===== config.mk =====
export PLATFORM = sky130hd
export DESIGN_NAME = lvds_rx_deframer
export DESIGN_NICKNAME = d
export VERILOG_FILES = /design/src/rtl/lvds_rx_deframer.sv
export SDC_FILE = /design/constraint.sdc
export NUM_CORES = 1
export LEC_CHECK = 0
export CAP_MARGIN = 20
export CORE_ASPECT_RATIO = 2
export CORE_MARGIN = 1
export CORE_UTILIZATION = 45
export CTS_CLUSTER_DIAMETER = 100
export DETAILED_ROUTE_END_ITERATION = 10
export PLACE_DENSITY = 0.68
export SLEW_MARGIN = 20
export SYNTH_ARGS = -nofsm -noshare
export SYNTH_HDL_FRONTEND = slang
export SYNTH_SLANG_ARGS = --single-unit
export TNS_END_PERCENT = 10

===== constraint.sdc =====
create_clock -name clk -period 6.2 [get_ports clk]
set_clock_uncertainty 0.1 [all_clocks]
set_input_delay 1.24 -clock clk [delete_from_list [all_inputs] [get_ports clk]]
set_output_delay 1.24 -clock clk [all_outputs]
set_load 0.03 [all_outputs]

===== src/rtl/lvds_rx_deframer.sv =====
// LVDS receive deframer: aligns the 2-bit-per-clock stream to 32-bit frames, validates sync,
// and extracts I/Q samples and end-of-message markers with lock tracking and an error count.
module lvds_rx_deframer #(
    parameter int unsigned LOCK_COUNT   = 3,
    parameter int unsigned UNLOCK_COUNT = 4,
    parameter int unsigned ERR_CNT_W    = 8
) (
    input  logic                 clk,
    input  logic                 reset_n,
    input  logic [1:0]           rx_d,
    input  logic                 rx_en,
    input  logic                 clear_err,
    output logic [12:0]          sample_i,
    output logic [12:0]          sample_q,
    output logic                 sample_valid,
    output logic                 eom,
    output logic                 locked,
    output logic [ERR_CNT_W-1:0] err_cnt
);
    localparam int unsigned CNT_MAX = (LOCK_COUNT > UNLOCK_COUNT) ? LOCK_COUNT : UNLOCK_COUNT;
    localparam int unsigned CNT_W   = $clog2(CNT_MAX + 1);
    localparam logic [CNT_W-1:0] LOCK_N   = CNT_W'(LOCK_COUNT);
    localparam logic [CNT_W-1:0] UNLOCK_N = CNT_W'(UNLOCK_COUNT);

    typedef enum logic [1:0] {ST_HUNT, ST_VERIFY, ST_LOCKED} state_t;

    state_t           state;
    logic [31:0]      sr;
    logic             upd;
    logic [3:0]       phase;
    logic [CNT_W-1:0] match_cnt;
    logic [CNT_W-1:0] miss;

    logic             is_sync, is_data, is_eomf, is_idle, good;
    logic             boundary, hunt_hit, lock_done, deliver, lock_bad;
    logic [CNT_W-1:0] match_inc, miss_inc;

    assign is_sync  = (sr[31:30] == 2'b10) && (sr[15:14] == 2'b01) && !sr[0];
    assign is_data  = is_sync && sr[16];
    assign is_eomf  = is_sync && !sr[16] && (sr[29:17] == 13'd0) && (sr[13:1] == 13'd0);
    assign is_idle  = (sr == 32'd0);
    assign good     = is_data || is_eomf;

    assign boundary  = upd && (phase == 4'd0);
    assign match_inc = match_cnt + 1'b1;
    assign miss_inc  = miss + 1'b1;
    assign hunt_hit  = upd && (state == ST_HUNT) && is_data;

    // The frame that completes acquisition is delivered exactly as a locked frame would be.
    assign lock_done = ((state == ST_VERIFY) && boundary && good && (match_inc >= LOCK_N))
                    || (hunt_hit && (LOCK_COUNT <= 1));
    assign deliver   = lock_done || ((state == ST_LOCKED) && boundary);
    assign lock_bad  = (state == ST_LOCKED) && boundary && !good && !is_idle;

    always_ff @(posedge clk or negedge reset_n) begin
        if (!reset_n) begin
            state     <= ST_HUNT;
            match_cnt <= '0;
            miss      <= '0;
            locked    <= 1'b0;
        end else begin
            case (state)
                ST_HUNT: begin
                    if (hunt_hit) begin
                        match_cnt <= CNT_W'(1);
                        miss      <= '0;
                        if (lock_done) begin
                            state  <= ST_LOCKED;
                            locked <= 1'b1;
                        end else begin
                            state <= ST_VERIFY;
                        end
                    end
                end
                ST_VERIFY: begin
                    if (boundary) begin
                        if (good) begin
                            match_cnt <= match_inc;
                            if (lock_done) begin
                                state  <= ST_LOCKED;
                                locked <= 1'b1;
                            end
                        end else if (!is_idle) begin
                            state <= ST_HUNT;
                        end
                    end
                end
                ST_LOCKED: begin
                    if (boundary) begin
                        if (good) begin
                            miss <= '0;
                        end else if (!is_idle) begin
                            miss <= miss_inc;
                            if (miss_inc >= UNLOCK_N) begin
                                state  <= ST_HUNT;
                                locked <= 1'b0;
                            end
                        end
                    end
                end
                default: begin
                    state  <= ST_HUNT;
                    locked <= 1'b0;
                end
            endcase
        end
    end

    always_ff @(posedge clk or negedge reset_n) begin
        if (!reset_n) begin
            sr           <= '0;
            upd          <= 1'b0;
            phase        <= '0;
            err_cnt      <= '0;
            sample_i     <= '0;
            sample_q     <= '0;
            sample_valid <= 1'b0;
            eom          <= 1'b0;
        end else begin
            upd <= rx_en;
            if (rx_en) begin
                sr <= {sr[29:0], rx_d[0], rx_d[1]};
            end

            // A hunt hit defines the frame end, so the next boundary is 16 checks later.
            if (hunt_hit) begin
                phase <= 4'd1;
            end else if (upd) begin
                phase <= phase + 4'd1;
            end

            sample_valid <= deliver && is_data;
            eom          <= deliver && is_eomf;
            if (deliver && is_data) begin
                sample_i <= sr[29:17];
                sample_q <= sr[13:1];
            end

            if (clear_err) begin
                err_cnt <= '0;
            end else if (lock_bad && (err_cnt != '1)) begin
                err_cnt <= err_cnt + 1'b1;
            end
        end
    end
endmodule


; ---- Yosys cells after proc, flatten, opt, wreduce, memory -nomap -nowiden
; Index checks and enable logic that the tools add are counted.
[totals]
latch_bits = 0
reg_bits = 82
input_bits = 6
memories = 0
mem_bits_rw = 0
wordCells = 103
mem_bits_ro = 0
[op_classes]
n_eq_ne = 15
n_mul = 0
bitwise = 0
n_div = 0
n_mux = 33
add_sub_neg = 4
n_reduce_logical = 37
n_shift = 0
magnitude_cmp = 2
[op_table]
columns = op, count
row1 = $logic_not A32 Y1, 1
row2 = $logic_not A13 Y1, 2
row3 = $mux W3, 7
row4 = $mux W2, 10
row5 = $logic_and A1 B1 Y1, 18
row6 = $mux W8, 2
row7 = $ne A2 B2 Y1 const B, 6
row8 = $pmux W3 S2, 2
row9 = $ne A3 B3 Y1 const B, 3
row10 = $add A8 B1 Y8 const B, 1
row11 = $mux W1, 8
row12 = $mux W4, 2
row13 = $ne A8 B8 Y1 const B, 1
row14 = $reduce_and A4 Y1, 2
row15 = $reduce_and A8 Y1, 1
row16 = $reduce_bool A2 Y1, 4
row17 = $reduce_and A7 Y1, 1
row18 = $add A3 B1 Y3 const B, 2
row19 = $pmux W2 S3, 1
row20 = $add A4 B1 Y4 const B, 1
row21 = $eq A2 B1 Y1 const B, 2
row22 = $eq A2 B2 Y1 const B, 2
row23 = $logic_not A1 Y1, 4
row24 = $logic_not A4 Y1, 1
row25 = 6 further kinds, 7

; ---- Logic depth before layout (Yosys ltp)
; Gate-level depths: netlist (run 1).
[logic_depth]
depth_word = 13
mapped_depth = 8
mapped_depth_nobuf = 7

; ---- Worst setup path after synthesis (run 1)
; OpenSTA, ideal clock, no wires.
[synth_timing]
kind = input to register
from = in rx_en
to = reg sr[0]
setup_slack_ns = 3.860
cell_stages = 3
t_arrival_ns = 2.115
path_cell_list = clkbuf_1 -> buf_1 -> mux2_2
[synth_lines]
columns = element, line_no
row1 = from (decl), 11  ; input logic rx_en,
row2 = to (signal assigned), 122  ; sr <= {sr[29:0], rx_d[0], rx_d[1]};
row3 = to (decl), 28  ; logic [31:0] sr;
; No word-level cell between the ends.

; ---- Worst setup path after layout (run 1)
[layout_timing]
from = reg err_cnt[2]
to = out err_cnt[2]
[layout_lines]
columns = element, line_no
row1 = from (decl), 18  ; output logic [ERR_CNT_W-1:0] err_cnt
row2 = from (signal assigned), 142  ; err_cnt <= err_cnt + 1'b1;
; No word-level cell between the ends.

==> flow_summary.ini, run 1 <==
[finish]
fill_cells = 670
drive_above_1_share = 0.265
final_core_utilization = 0.578
final_cell_area_sq_mm = 0.00442
n_antenna_cell = 0
areaGrowthSynthToFinish_pct = 22.3
layout.nets = 335

[critical_path]
critPathTopFamily = buffers and inverters
critPathKind = flip-flop to primary output
worstPathBufferInverterCount = 1
cp-start-kind = flip-flop
path_cells = clkdlybuf4s50_1
arrival_ns = 1.47
slowest_stage = clkdlybuf4s50_1
endpoint_kind = primary output
crit_required_ns = 4.86
cpPeakStageDelay_ns = 0.70
worst-path-max-fanout = 6

[yosys]
synthArstFlopShare = 1.00
yosysUniqueCellTypes = 48
yosysMostFrequentCell = dfrtp_1
ys.warnings.count = 0
synth_seq_cells = 82
synth_area_leader_cell = dfrtp_1
syn-cell-area_sq_mm = 0.00362
synth_ff_type = dfrtp_1
avgSynthCellArea_sq_um = 13.0
synth-edff-count = 0
synthesis.instances = 279
netlist.area_leader.share = 0.567
seq_area_frac_synth = 0.567
netlist_top_cells_area = dfrtp_1 (57%), mux2_2 (18%), ha_1 (2.1%)
ys_top_cells_by_count = dfrtp_1 (82), mux2_2 (58), nor2_1 (18)
syn_nets = 291

[timing]
slew_violations = 0
rsz0062_at_grt = no
tns_ns = 0
slew_headroom = 0.515
fin_crit_ns = 2.81
holdWs_ns = 0.388
final-hold-violation-count = 0
fmax_mhz = 356
fin_crit_sh = 0.453
final-setup-viol-count = 0
worst_slew_pin_slew_ns = 0.727

[status]
status = finished, final reports clean

[clocking]
clkSinkCount = 82
cts_setup_buffers = 0
cts_tree = yes
clockBufferDepth = 2
clkSlewWorstSetupHoldPaths_ns = 0.06
clk_latency_ns = 0.33
cts-buffers-inserted = 9
htree_levels = 3
holdBufCountCts = 0
cts_resized = 0
cts_root_buf = clkbuf_16

[global_routing]
overflow = 0
grtUsageMet3 = 0.0426
grt_pass1_vias = 2298
grt-busiest-layer = met2
grt_util_met2 = 0.318
grt_start_max_net_pins = 83
grt_pass1_wl_um = 11300
grt_usage = 0.182
antenna_found_initial = 0
grtUsageMet1 = 0.202

[routing]
vias = 2296
first_pass_iters = 4
routedWlPerCell_um = 15.9
antenna_left = 0
routed_wl_um = 6710
vias_per_cell = 5.44
drt_iter0_markers = 87
drc = 0

[die]
die_w_um = 65.4
rows = 45
die_height_um = 129
start_util = 0.472
fp.dieArea_sq_mm = 0.00842
core_area_sq_mm = 0.00766
io_pins = 43

[placement]
detailed_place_hpwl_um = 4630
dpl_cell_area_sq_mm = 0.00411
gp_congestion = 0.809
portBuffers = 42

[power_and_ir_drop]
p_leak_nw = 1.98
ir_worst_vdd_uv = 265
power.total_w = 0.00150
powerDensity_mw_per_mm2 = 340

[run]
max-cap-violations = 0

[min_path]
holdCritPathClass = flip-flop to flip-flop
state kept, by name (all words and copies together), names as in the netlist:
signal	count
miss	3
sample_valid	1
sample_q	13
phase	4
match_cnt	3
locked	1
sr	32
err_cnt	8
eom	1
upd	1
state	2
sample_i	13
path summary, 6_finish.rpt:
check                               to  depth (start not counted)          from  slack (ns)
max                         err_cnt[2]                          1    err_cnt[2]        3.39
min                            miss[1]                          2       miss[1]        0.39
max reg2reg                sample_q[8]                          7  match_cnt[0]        3.91
min reg2reg                    miss[1]                          2       miss[1]        0.39
max in group asynchronous      miss[1]                          1       reset_n        4.65
min in group asynchronous  sample_q[1]                          1       reset_n        0.84
report_power, final:
| part | switching [W] | internal, W |
|---|---|---|
| clock | 0.000202 | 0.000352 |
| sequential | 0.000116 | 0.000636 |
| combinational | 0.0000892 | 0.000110 |
| total | 0.000407 | 0.00110 |
routing by layer:
layer,vias to the layer above,share of wire
met2,38,0.56
met5,-,0
met4,0,0.024
met3,13,0.030
met1,1161,0.38
li1,1084,-
area by class of cell:
cell class	count	area, sq um	share of cell area
inverter	5	18.8	0.00424
sequential	82	2050	0.464
clock buffer	11	233	0.0526
multi-input combinational	181	1490	0.336
tap	94	118	0.0266
clock inverter	5	78.8	0.0178
timing repair buffer	44	437	0.0987
cell families after synthesis:
| group | after synthesis | synth area share |
|---|---|---|
| AO/OA/AOI/OAI | 33 | 0.0668 |
| XOR/XNOR | 10 | 0.0242 |
| adder cells (fa/ha/maj) | 6 | 0.0208 |
| buffers and inverters | 16 | 0.0218 |
| flip-flops | 82 | 0.567 |
| multiplexers | 62 | 0.192 |
| AND/OR/NAND/NOR | 70 | 0.107 |
stage by stage:
step / setup WS (ns) / instances
finish: 3.39 / 422
global route: 3.34 / 422
CTS: 3.37 / 422
detailed placement: 3.48 / 406
global placement: 3.51 / 406
floorplan: 3.86 / 279
layout by cell type, fill, tap and decap left out, drive strengths merged, types with 2 or more instances in the layout:
master,instances
nand2b,4
nand2,14
nor2,19
mux2,60
a21boi,3
a22oi,2
clkinv,3
or3,2
inv,5
buf,3
o21ai,6
clkdlybuf4s50,41
nor2b,2
dfrtp,82
ha,6
mux2i,2
and4,2
nand4,2
a21o,3
bufinv,2
nand3,6
and3,5
nor3,4
xnor2,7
a22o,2
a21oi,10
nor4,6
xor2,3
clkbuf,11
(Power assumes the default switching activity.)
==> run 2, diff against run 1 <==
==> constraint.sdc (replaced) <==
create_clock -name clk -period 2.6 [get_ports clk]
set_clock_uncertainty 0.1 [all_clocks]
set_input_delay 0.52 -clock clk [delete_from_list [all_inputs] [get_ports clk]]
set_output_delay 0.52 -clock clk [all_outputs]
set_load 0.03 [all_outputs]
==> run 2 against run 1 <==
  * Via count up 0.13%
  * Clock power up 150%
  * Final cell count increased by 0.47%
  * Power grew 140%
  * Die area is the same
  * First-iteration DRC count increased by 26%
  * Global-route usage rose by 0.28 points
  * Critical path depth increased by 6
  * Combinational power rose by 140%
  * Worst hold slack got worse by 0.33 ns
  * Non-clock buffer count grew 2
==> flow_summary.ini, run 2 (synthesized netlist as in run 1, its figures left out) <==
[global_routing]
grt_pass1_wl_um = 11600
antenna_found_initial = 0
grt_pass1_vias = 2376
grt_start_max_net_pins = 44
overflow = 0
grt_usage = 0.185

[clocking]
clockBufferDepth = 2
holdBufCountCts = 0
clkSlewWorstSetupHoldPaths_ns = 0.06
cts-buffers-inserted = 9
clkSinkCount = 82
cts_root_buf = clkbuf_16
clk_latency_ns = 0.33
cts_resized = 0
cts_setup_buffers = 0
cts_tree = yes
htree_levels = 3

[power_and_ir_drop]
p_sw_w = 0.000967
cell_internal_pwr_w = 0.00268
pwr-share-seq = 0.492
combPwrFrac = 0.133
power.total_w = 0.00365
powerDensity_mw_per_mm2 = 817
swShare = 0.265
p_leak_nw = 2.00
ir_worst_vdd_uv = 683
clkPwrFrac = 0.375

[timing]
final-setup-viol-count = 0
slew_violations = 0
rsz0062_at_grt = no
fin_crit_ns = 2.28
worst_slew_pin_slew_ns = 0.514
tns_ns = 0
slew_headroom = 0.657
fmax_mhz = 439
fin_crit_sh = 0.877
final-hold-violation-count = 0

[routing]
drt_iter0_markers = 110
routed_wl_um = 7000
vias_per_cell = 5.42
drc = 0
routedWlPerCell_um = 16.5
first_pass_iters = 4
vias = 2299
antenna_left = 0

[placement]
dpl_cell_area_sq_mm = 0.00414
gp_congestion = 0.842
portBuffers = 42
detailed_place_hpwl_um = 4960

[die]
die_height_um = 129
start_util = 0.472
rows = 45
die_w_um = 65.4
io_pins = 43
core_area_sq_mm = 0.00766
fp.dieArea_sq_mm = 0.00842

[finish]
layout.nets = 337
top_register = sr
n_antenna_cell = 0
areaGrowthSynthToFinish_pct = 23.5
layout_commonest_cell = dfrtp_1
largest_reg_flops = 32
layout_common_cells = dfrtp_1 (82), mux2_2 (58), clkdlybuf4s50_1 (41)
final_cell_area_sq_mm = 0.00447
drive_above_1_share = 0.273
largest_registers = sr x32, sample_i x13, sample_q x13

[critical_path]
r2r_end = sample_q[1]
critPathKind = flip-flop to flip-flop
rr_worst_depth = 7
crit_required_ns = 2.71
rr_startpoint = match_cnt[0]
worst-path-max-fanout = 27
cp-start-kind = flip-flop
endpoint_kind = flip-flop
r2r_slack_ns = 0.32
arrival_ns = 2.39

[min_path]
holdCritPathClass = primary input to async pin

[status]
status = finished, final reports clean

[run]
max-cap-violations = 0
run 2: changes by cell type in the layout (fill, tap and decap cells not counted), sizes merged:
cell,delta
buf,+2
clkinv,-1
clkbuf,+1
run 2: layer usage:
| layer | wire length, um | up-vias | GRT usage | share of wire |
|---|---|---|---|---|
| met5 | 0 | - | 0 | 0 |
| met4 | 134 | 0 | 0.0793 | 0.019 |
| met3 | 181 | 8 | 0.0372 | 0.026 |
| met2 | 3920 | 35 | 0.330 | 0.56 |
| met1 | 2760 | 1172 | 0.207 | 0.39 |
| li1 | - | 1084 | - | - |
run 2: through the flow:
stage | cells | setup WS [ns] | hold WS [ns] | utilization
floorplan | 279 | 0.510 | 0.124 | -
CTS | 424 | 0.318 | 0.0850 | 0.583
global route | 424 | 0.210 | 0.109 | 0.583
detailed placement | 408 | 0.323 | 0.395 | 0.540
finish | 424 | 0.321 | 0.0594 | 0.583
global placement | 408 | 0.396 | 0.366 | 0.540
run 2: power by group through the flow:
| stage | clock network (W) | logic (W) | registers (W) |
|---|---|---|---|
| 2_1_floorplan | 0 | 0.000392 | 0.00170 |
| 3_3_place_gp | 0 | 0.000470 | 0.00181 |
| 3_5_place_dp | 0 | 0.000489 | 0.00182 |
| 4_1_cts | 0.00139 | 0.000494 | 0.00180 |
| 5_1_grt | 0.00145 | 0.000541 | 0.00183 |
| 6_report | 0.00137 | 0.000487 | 0.00179 |
run 2: final cells by class:
| cell class | instances | area [sq um] |
|---|---|---|
| Sequential cell | 82 | 2050 |
| Fill cell | 654 | 3190 |
| Timing Repair Buffer | 46 | 460 |
| Clock inverter | 4 | 73.8 |
| Inverter | 5 | 18.8 |
| Tap cell | 94 | 118 |
| Clock buffer | 12 | 256 |
| Multi-Input combinational cell | 181 | 1490 |
run 2: worst max path at each step:
stage	from	depth (start not counted)	endpoint
floorplan	match_cnt[0]	8	sample_i[0]
global placement	match_cnt[0]	7	sample_q[9]
detailed placement	match_cnt[0]	7	sample_q[1]
CTS	match_cnt[0]	7	sample_q[1]
global route	match_cnt[0]	8	sample_q[1]
finish	match_cnt[0]	7	sample_q[1]
run 2: critical path, cell delays in order (launching register included):
cell and delay, ns:
dfrtp_1 0.41, ha_1 0.24, xor2_1 0.16, or3_4 0.39
a21oi_2 0.23, nor3_4 0.06, buf_4 0.25, mux2_2 0.32
